## src/rtl/uart_in_responder_if.sv

```systemverilog
// Host character feed and core getch request/response bundle for uart_in_responder.
// master = harness/testbench side, slave = responder side.
interface uart_in_responder_if;
    logic       host_valid;
    logic [7:0] host_ch;
    logic       host_ready;
    logic       uart_in_valid;
    logic [7:0] uart_in_ch;
    logic       uart_in_rsp;

    modport master (
        output host_valid, host_ch, uart_in_valid,
        input  host_ready, uart_in_ch, uart_in_rsp
    );

    modport slave (
        input  host_valid, host_ch, uart_in_valid,
        output host_ready, uart_in_ch, uart_in_rsp
    );
endinterface

```

## src/rtl/uart_in_responder.sv

```systemverilog
// Console-input responder: buffers host characters in a FIFO and answers each core
// getch request one cycle later with the next byte, or EMPTY_CH when nothing is queued.
module uart_in_responder #(
    parameter int unsigned DEPTH    = 16,
    parameter logic [7:0]  EMPTY_CH = 8'hFF,
    parameter int unsigned CNT_W    = 32
) (
    input  logic                     clk_i,
    input  logic                     rst_ni,
    input  logic                     flush_i,
    uart_in_responder_if.slave       bus,
    output logic [$clog2(DEPTH):0]   level_o,
    output logic [CNT_W-1:0]         empty_cnt_o,
    output logic [CNT_W-1:0]         drop_cnt_o
);

    localparam int unsigned AW = $clog2(DEPTH);
    localparam int unsigned PW = AW + 1;

    typedef enum logic {
        IDLE,
        RESP
    } state_e;

    state_e           state_q, state_d;
    logic [PW-1:0]    wr_ptr_q, wr_ptr_d;
    logic [PW-1:0]    rd_ptr_q, rd_ptr_d;
    logic [7:0]       ch_q, ch_d;
    logic [CNT_W-1:0] empty_cnt_q, empty_cnt_d;
    logic [CNT_W-1:0] drop_cnt_q, drop_cnt_d;
    logic [7:0]       mem_q [DEPTH];

    logic [AW-1:0] wr_idx, rd_idx;
    logic          fifo_empty, fifo_full;
    logic          push, pop, resp_empty;

    assign wr_idx     = wr_ptr_q[AW-1:0];
    assign rd_idx     = rd_ptr_q[AW-1:0];
    assign fifo_empty = (wr_ptr_q == rd_ptr_q);
    assign fifo_full  = (wr_idx == rd_idx) && (wr_ptr_q[AW] != rd_ptr_q[AW]);

    // Flush overrides both sides; a request in the flush cycle sees an empty FIFO.
    assign push       = bus.host_valid && !fifo_full && !flush_i;
    assign pop        = bus.uart_in_valid && !fifo_empty && !flush_i;
    assign resp_empty = bus.uart_in_valid && (fifo_empty || flush_i);

    assign bus.host_ready = !fifo_full;
    assign bus.uart_in_ch = ch_q;
    assign level_o        = wr_ptr_q - rd_ptr_q;
    assign empty_cnt_o    = empty_cnt_q;
    assign drop_cnt_o     = drop_cnt_q;

    always_ff @(posedge clk_i or negedge rst_ni) begin
        if (!rst_ni) begin
            state_q <= IDLE;
        end else begin
            state_q <= state_d;
        end
    end

    always_comb begin
        state_d = state_q;
        unique case (state_q)
            IDLE:    if (bus.uart_in_valid) state_d = RESP;
            RESP:    state_d = bus.uart_in_valid ? RESP : IDLE;
            default: state_d = IDLE;
        endcase
    end

    always_comb begin
        bus.uart_in_rsp = (state_q == RESP);
    end

    always_comb begin
        wr_ptr_d    = wr_ptr_q;
        rd_ptr_d    = rd_ptr_q;
        ch_d        = ch_q;
        empty_cnt_d = empty_cnt_q;
        drop_cnt_d  = drop_cnt_q;

        if (flush_i) begin
            wr_ptr_d = '0;
            rd_ptr_d = '0;
        end else begin
            if (push) wr_ptr_d = wr_ptr_q + PW'(1);
            if (pop)  rd_ptr_d = rd_ptr_q + PW'(1);
        end

        if (pop) begin
            ch_d = mem_q[rd_idx];
        end else if (resp_empty) begin
            ch_d = EMPTY_CH;
        end

        if (resp_empty && (empty_cnt_q != '1)) begin
            empty_cnt_d = empty_cnt_q + CNT_W'(1);
        end
        if (bus.host_valid && fifo_full && (drop_cnt_q != '1)) begin
            drop_cnt_d = drop_cnt_q + CNT_W'(1);
        end
    end

    always_ff @(posedge clk_i or negedge rst_ni) begin
        if (!rst_ni) begin
            wr_ptr_q    <= '0;
            rd_ptr_q    <= '0;
            ch_q        <= '0;
            empty_cnt_q <= '0;
            drop_cnt_q  <= '0;
        end else begin
            wr_ptr_q    <= wr_ptr_d;
            rd_ptr_q    <= rd_ptr_d;
            ch_q        <= ch_d;
            empty_cnt_q <= empty_cnt_d;
            drop_cnt_q  <= drop_cnt_d;
        end
    end

    // Storage is not reset; the pointers alone define what is valid.
    always_ff @(posedge clk_i) begin
        if (push) begin
            mem_q[wr_idx] <= bus.host_ch;
        end
    end

endmodule

```

## src/flat_wrapper.sv

```systemverilog
// flat-port wrapper written by rule: the top's interface ports become plain ports
module uart_in_responder_flat 
#(
    parameter int unsigned DEPTH    = 16,
    parameter logic [7:0]  EMPTY_CH = 8'hFF,
    parameter int unsigned CNT_W    = 32
)
  (clk_i, rst_ni, flush_i, level_o, empty_cnt_o, drop_cnt_o, bus_host_valid, bus_host_ch, bus_uart_in_valid, bus_host_ready, bus_uart_in_ch, bus_uart_in_rsp);
  uart_in_responder_if bus_i ();
  input  logic clk_i;
  input  logic rst_ni;
  input  logic flush_i;
  output logic [$clog2(DEPTH):0] level_o;
  output logic [CNT_W-1:0] empty_cnt_o;
  output logic [CNT_W-1:0] drop_cnt_o;
  input wire logic [$bits(bus_i.host_valid)-1:0] bus_host_valid;
  input wire logic [$bits(bus_i.host_ch)-1:0] bus_host_ch;
  input wire logic [$bits(bus_i.uart_in_valid)-1:0] bus_uart_in_valid;
  output wire logic [$bits(bus_i.host_ready)-1:0] bus_host_ready;
  output wire logic [$bits(bus_i.uart_in_ch)-1:0] bus_uart_in_ch;
  output wire logic [$bits(bus_i.uart_in_rsp)-1:0] bus_uart_in_rsp;
  assign bus_i.host_valid = bus_host_valid;
  assign bus_i.host_ch = bus_host_ch;
  assign bus_i.uart_in_valid = bus_uart_in_valid;
  assign bus_host_ready = bus_i.host_ready;
  assign bus_uart_in_ch = bus_i.uart_in_ch;
  assign bus_uart_in_rsp = bus_i.uart_in_rsp;
  uart_in_responder #(.DEPTH(DEPTH), .EMPTY_CH(EMPTY_CH), .CNT_W(CNT_W)) u_core (.clk_i(clk_i), .rst_ni(rst_ni), .flush_i(flush_i), .bus(bus_i), .level_o(level_o), .empty_cnt_o(empty_cnt_o), .drop_cnt_o(drop_cnt_o));
endmodule
```

## config.mk

```make
export PLATFORM = sky130hd
export DESIGN_NAME = uart_in_responder_flat
export DESIGN_NICKNAME = d
export VERILOG_FILES = /design/src/rtl/uart_in_responder_if.sv /design/src/rtl/uart_in_responder.sv /design/src/flat_wrapper.sv
export SDC_FILE = /design/constraint.sdc
export NUM_CORES = 1
export LEC_CHECK = 0
export CAP_MARGIN = 40
export CELL_PAD_IN_SITES_DETAIL_PLACEMENT = 1
export CELL_PAD_IN_SITES_GLOBAL_PLACEMENT = 1
export CORE_MARGIN = 8
export CORE_UTILIZATION = 47
export DETAILED_ROUTE_END_ITERATION = 8
export PLACE_DENSITY_LB_ADDON = 0.15
export SETUP_SLACK_MARGIN = 0.02
export SLEW_MARGIN = 20
export SYNTH_ARGS = -nofsm -noshare
export SYNTH_HDL_FRONTEND = slang
export SYNTH_SLANG_ARGS = --single-unit
export TNS_END_PERCENT = 10
```

## constraint.sdc

```tcl
create_clock -name clk_i -period 4.1 [get_ports clk_i]
set_input_delay 0.82 -clock clk_i [delete_from_list [all_inputs] [get_ports clk_i]]
set_output_delay 0.82 -clock clk_i [all_outputs]
set_load 0.01 [all_outputs]
```

# Word-level counts from Yosys, hierarchy flattened
# Memory sizes are Yosys's and may differ from the RTL's.
# Index checks and enable logic that the tools add are counted.
[totals]
regBits = 83
ram_bits = 128
input_bits = 13
out_inout_bits = 79
wordCells = 42
n_memories = 1
[mem_list]
columns = ["name", "depth", "word_bits", "read_ports", "rd_ports_with_merged_regs", "wr", "line", "text"]
rows = [
  ["u_core.mem_q", 16, 8, 1, 0, 1, "uart_in_responder.sv:31", "logic [7:0] mem_q [DEPTH];"],
]
[op_classes]
n_addsub = 5
eq_ne = 5
mux = 9
reduce_logical = 16
[op_table]
columns = ["cell", "n"]
rows = [
  ["32-bit by 1-bit adder with 32-bit output (second input constant)", 2],
  ["32-bit inequality test (second input constant)", 2],
  ["5-bit two-way mux", 4],
  ["8-bit two-way mux", 2],
  ["5-bit by 1-bit adder with 5-bit output (second input constant)", 2],
  ["1-bit logical AND", 9],
  ["2-bit nonzero test", 3],
  ["5-bit equality test", 1],
  ["5-bit subtractor", 1],
  ["4-bit equality test", 1],
  ["1-bit zero test", 3],
  ["1-bit two-way mux", 3],
  ["1-bit logical OR", 1],
  ["1-bit inequality test", 1],
]

# Longest topological paths before layout
[logic_depth]
ltp_word = 7
depth_mapped = 11
mapped_depth_nobuf = 8

# Least setup slack after synthesis
# No wires, ideal clock.
[synth_path]
path_kind = "register to register"
from = "register u_core.rd_ptr_q[2]"
to = "memory u_core.mem_q[0][0], enable pin"
setup_time_ns = 0.383
arrival_ns = 3.064
t_required_ns = 3.717
slack_ns = 0.652
stages_incl_launch_ff = 12
path_buffers = 3
synth_period_minus_slack_ns = 3.448
cell_sequence = "dfrtp_1 buf_2 clkbuf_1 clkinv_1 ha_1 and4_1 nand2_1 and2_1 clkbuf_1 nor2b_1 nand2_1 nor3_1"
[synth_between]
elab_chain_len = 7
[synth_rtl]
columns = ["item", "line", "text"]
rows = [
  ["start: declaration", "uart_in_responder.sv:27", "logic [PW-1:0] rd_ptr_q, rd_ptr_d;"],
  ["start signal: assignment", "uart_in_responder.sv:112", "rd_ptr_q <= rd_ptr_d;"],
  ["4-bit equality test", "uart_in_responder.sv:40", "assign fifo_full = (wr_idx == rd_idx) && (wr_ptr_q[AW] != rd_ptr_q[AW]);"],
  ["1-bit logical AND", "uart_in_responder.sv:40", ""],
  ["1-bit zero test", "-", ""],
  ["via bus_host_ready", "flat_wrapper.sv:19", "output wire logic [$bits(bus_i.host_ready)-1:0] bus_host_ready;"],
  ["1-bit logical AND (2 in a row)", "uart_in_responder.sv:43", "assign push = bus.host_valid && !fifo_full && !flush_i;"],
  ["1-bit two-way mux", "uart_in_responder.sv:121", "if (push) begin"],
  ["1-bit two-way mux (not written as such)", "uart_in_responder.sv:122", "mem_q[wr_idx] <= bus.host_ch;"],
  ["end: declaration", "uart_in_responder.sv:31", ""],
]
# The timed path passes the listed nets, and every way through them passes these cells.

# Worst setup path after layout
[layout_path]
from = "register u_core.wr_ptr_q[0]"
to = "output port level_o[4]"
[layout_between]
elab_chain_len = 1
[layout_rtl]
columns = ["item", "line", "text"]
rows = [
  ["start: declaration", "uart_in_responder.sv:26", "logic [PW-1:0] wr_ptr_q, wr_ptr_d;"],
  ["start signal: assignment", "uart_in_responder.sv:111", "wr_ptr_q <= wr_ptr_d;"],
  ["5-bit subtractor", "uart_in_responder.sv:49", "assign level_o = wr_ptr_q - rd_ptr_q;"],
  ["end: declaration", "flat_wrapper.sv:13", "output logic [$clog2(DEPTH):0] level_o;"],
]
# Every way passes these cells.

==> reports/metrics.cfg <==
[outcome]
status=finished, final reports clean

[worst_setup_path]
cp.buffers_inverters=3
path_class=reg -> out
worstRegToRegCells=8
cpMostUsedCell=inv_1
worst_path_largest_cell_delay_ns=0.61
path_max_fanout=5
ff2ff_setup_slack_ns=0.95
required_ns=3.28
cp-start-kind=flip-flop
rr_startpoint=u_core.rd_ptr_q[3]
crit_path_start=u_core.wr_ptr_q[0]
worst_path_max_delay_cell=clkdlybuf4s50_1
cp_cell_sequence=inv_1, ha_1, fa_1, inv_1, a21o_1, a21oi_1, xnor2_1, clkdlybuf4s50_1
cp_top_family=buffers and inverters
crit_arrival_ns=2.81
worstSetupEndpointType=primary output
r2r-end=u_core.mem_q[6][6]

[layout]
layout.nets=746
n_antenna_cell=0
drive_above_1_share_pct=14.2
final_core_util_pct=58.8
area_growth_pct=22.8
n_fill_cell=1776
final_area_mm2=0.0110

[timing]
relSlewSlack_pct=46.7
post-route-period-util_pct=88.4
finalCriticalPeriod_ns=3.63
tightest_slew_ns=0.796
finClkSkew_ns=0.0324
fmax_mhz=276
final_hold_viol_count=0
tns_ns=0
rsz0062_at_grt=no
drv_slew=0
setup_violations=0
finalHoldWorstSlack_ns=0.285

[floorplanning]
die_y_um=154
num_rows=50
start_util_pct=47.9
num_io_pins=92
die_area_mm2=0.0237
coreArea_mm2=0.0187
die_w_um=154

[power_and_ir_drop]
vdd_drop_max_mv=0.370
power_uw=5060
powerDensity_mw_per_mm2=459
total_leakage_power_uw=0.00417

[cts]
htree_levels=1
cts_tree=built
cts_hold_buf=0
root_buffer=clkbuf_16
post_cts_buffers=0
cts.path.max_buffers=3
cts-buffers-inserted=24
cts.sinks=211
clkTransAtPathRegs_ns=0.06
cts_resized=0
insertion_delay_ns=0.53

[synthesis]
synthTopCellsByArea=edfxtp_1 43%, dfrtp_1 23%, mux4_2 8.0%
synth_edf_count=128
synth_top_area_share_pct=42.9
async_reset_ff_share_pct=39.3
synth.yosys.seq_area_share_pct=66.1
netlist.top_cell.by_area=edfxtp_1
ys_ff_latch=211
ys_warn_count=0
yosysMostFrequentCell=edfxtp_1
postSynthNetCount=628
synth-main-ff-cell=edfxtp_1
netlist_area_mm2=0.00896
synth.distinct_cells=45
synth_commonest_cells=128 x edfxtp_1, 83 x dfrtp_1, 56 x nand2_1, 43 x xnor2_1, 40 x nor2_1
syn_area_per_cell_um2=14.9
synth_cells=603

[global_route]
grt_pass1_vias=5981
grt_remaining_overflow=0
grt_start_max_net_pins=46
grt_pass1_wl_um=33600
grtUsageTotal_pct=18.0
antenna_found_initial=0

[routing]
wl_per_cell_um=22.0
drtIter0Drc=243
post-route-drc-count=0
drtPass1Iterations=4
antenna_left=0
routed_via_density=5.65
vias=5496
finalWirelength_um=21400

[run]
maxCapViolations=0

[placement]
gp_congestion=0.819
dp_hpwl_um=14600
dpl_cell_area_mm2=0.0102
port-buffer-count=91

[hold_path]
hold_path_class=in -> async

==> per-stage QoR <==
step,std cells,worst slack (ns)
after floorplan,603,0.652
after global placement,928,1.09
after detailed placement,929,0.958
after CTS,973,0.447
after global routing,973,0.335
final,973,0.474
==> logic make-up (layout without fill, tap and decap cells) <==
logic type	Yosys count	after routing	synth area share, %
fa+ha+maj	12	12	1.76
xor+xnor	71	71	6.94
flops	211	211	66.1
simple gates	194	194	11.4
buf+inv	33	169	1.63
compound gates	38	38	2.78
mux	44	44	9.42
==> layout by cell type (no fill, tap or decap), types with 3 or more instances in the layout <==
| cell | Yosys | layout |
|---|---|---|
| xor2_1 | 28 | 28 |
| clkinv_2 | 0 | 7 |
| clkbuf_8 | 0 | 3 |
| nand2b_1 | 3 | 3 |
| nand2_1 | 56 | 56 |
| edfxtp_1 | 128 | 128 |
| clkbuf_1 | 10 | 7 |
| and2_1 | 6 | 6 |
| nor2_2 | 4 | 4 |
| nor2_1 | 40 | 40 |
| a21o_1 | 3 | 3 |
| o22a_1 | 8 | 8 |
| dfrtp_1 | 83 | 82 |
| o21ai_0 | 10 | 10 |
| nand3_1 | 20 | 20 |
| clkdlybuf4s50_1 | 0 | 90 |
| inv_1 | 12 | 12 |
| xnor2_1 | 43 | 43 |
| ha_1 | 11 | 11 |
| mux2i_1 | 9 | 9 |
| nor3_1 | 12 | 12 |
| and3_1 | 6 | 6 |
| buf_4 | 2 | 20 |
| and4_1 | 11 | 11 |
| mux4_2 | 32 | 32 |
| nand4_1 | 22 | 22 |
| a21oi_1 | 14 | 14 |
| clkbuf_16 | 0 | 24 |
==> worst max-delay path by stage <==
stage	endpoint	slack, ns	cells after the start
2_1_floorplan	u_core.mem_q[0][0]	0.65	11
3_3_place_gp	level_o[3]	1.09	7
3_5_place_dp	u_core.mem_q[6][6]	0.96	9
4_1_cts	level_o[3]	0.45	7
5_1_grt	level_o[4]	0.33	6
6_report	level_o[4]	0.47	8
==> power by group <==
part	switching [µW]	internal, µW	leakage (µW)
clock	842	1200	0.000380
combinational	312	317	0.00155
sequential	60.1	2320	0.00224
total	1210	3840	0.00417
==> sequential cells by signal, summed over array words and instances, names as in the netlist <==
register,cells
u_core.bus.uart_in_ch,8
u_core.bus.uart_in_rsp,1
u_core.drop_cnt_o,32
u_core.wr_ptr_q,5
u_core.empty_cnt_o,32
u_core.mem_q,128
u_core.rd_ptr_q,5
==> layout make-up <==
cell class | instances | area (µm²) | share of cell area [%]
Clock inverter | 10 | 98.8 | 0.898
Sequential cell | 211 | 5920 | 53.8
Tap cell | 234 | 293 | 2.66
Timing Repair Buffer | 111 | 1080 | 9.80
Inverter | 14 | 52.6 | 0.477
Multi-Input combinational cell | 359 | 2890 | 26.3
Clock buffer | 34 | 668 | 6.07
==> layer usage <==
layer	routed length (µm)	global-route usage (%)	share of wire (%)
met5	0	0	0
met4	560	5.27	2.6
met3	955	3.20	4.5
met2	10500	30.5	49
met1	9320	23.2	44
Note: power is estimated with default switching activity, not from simulation.
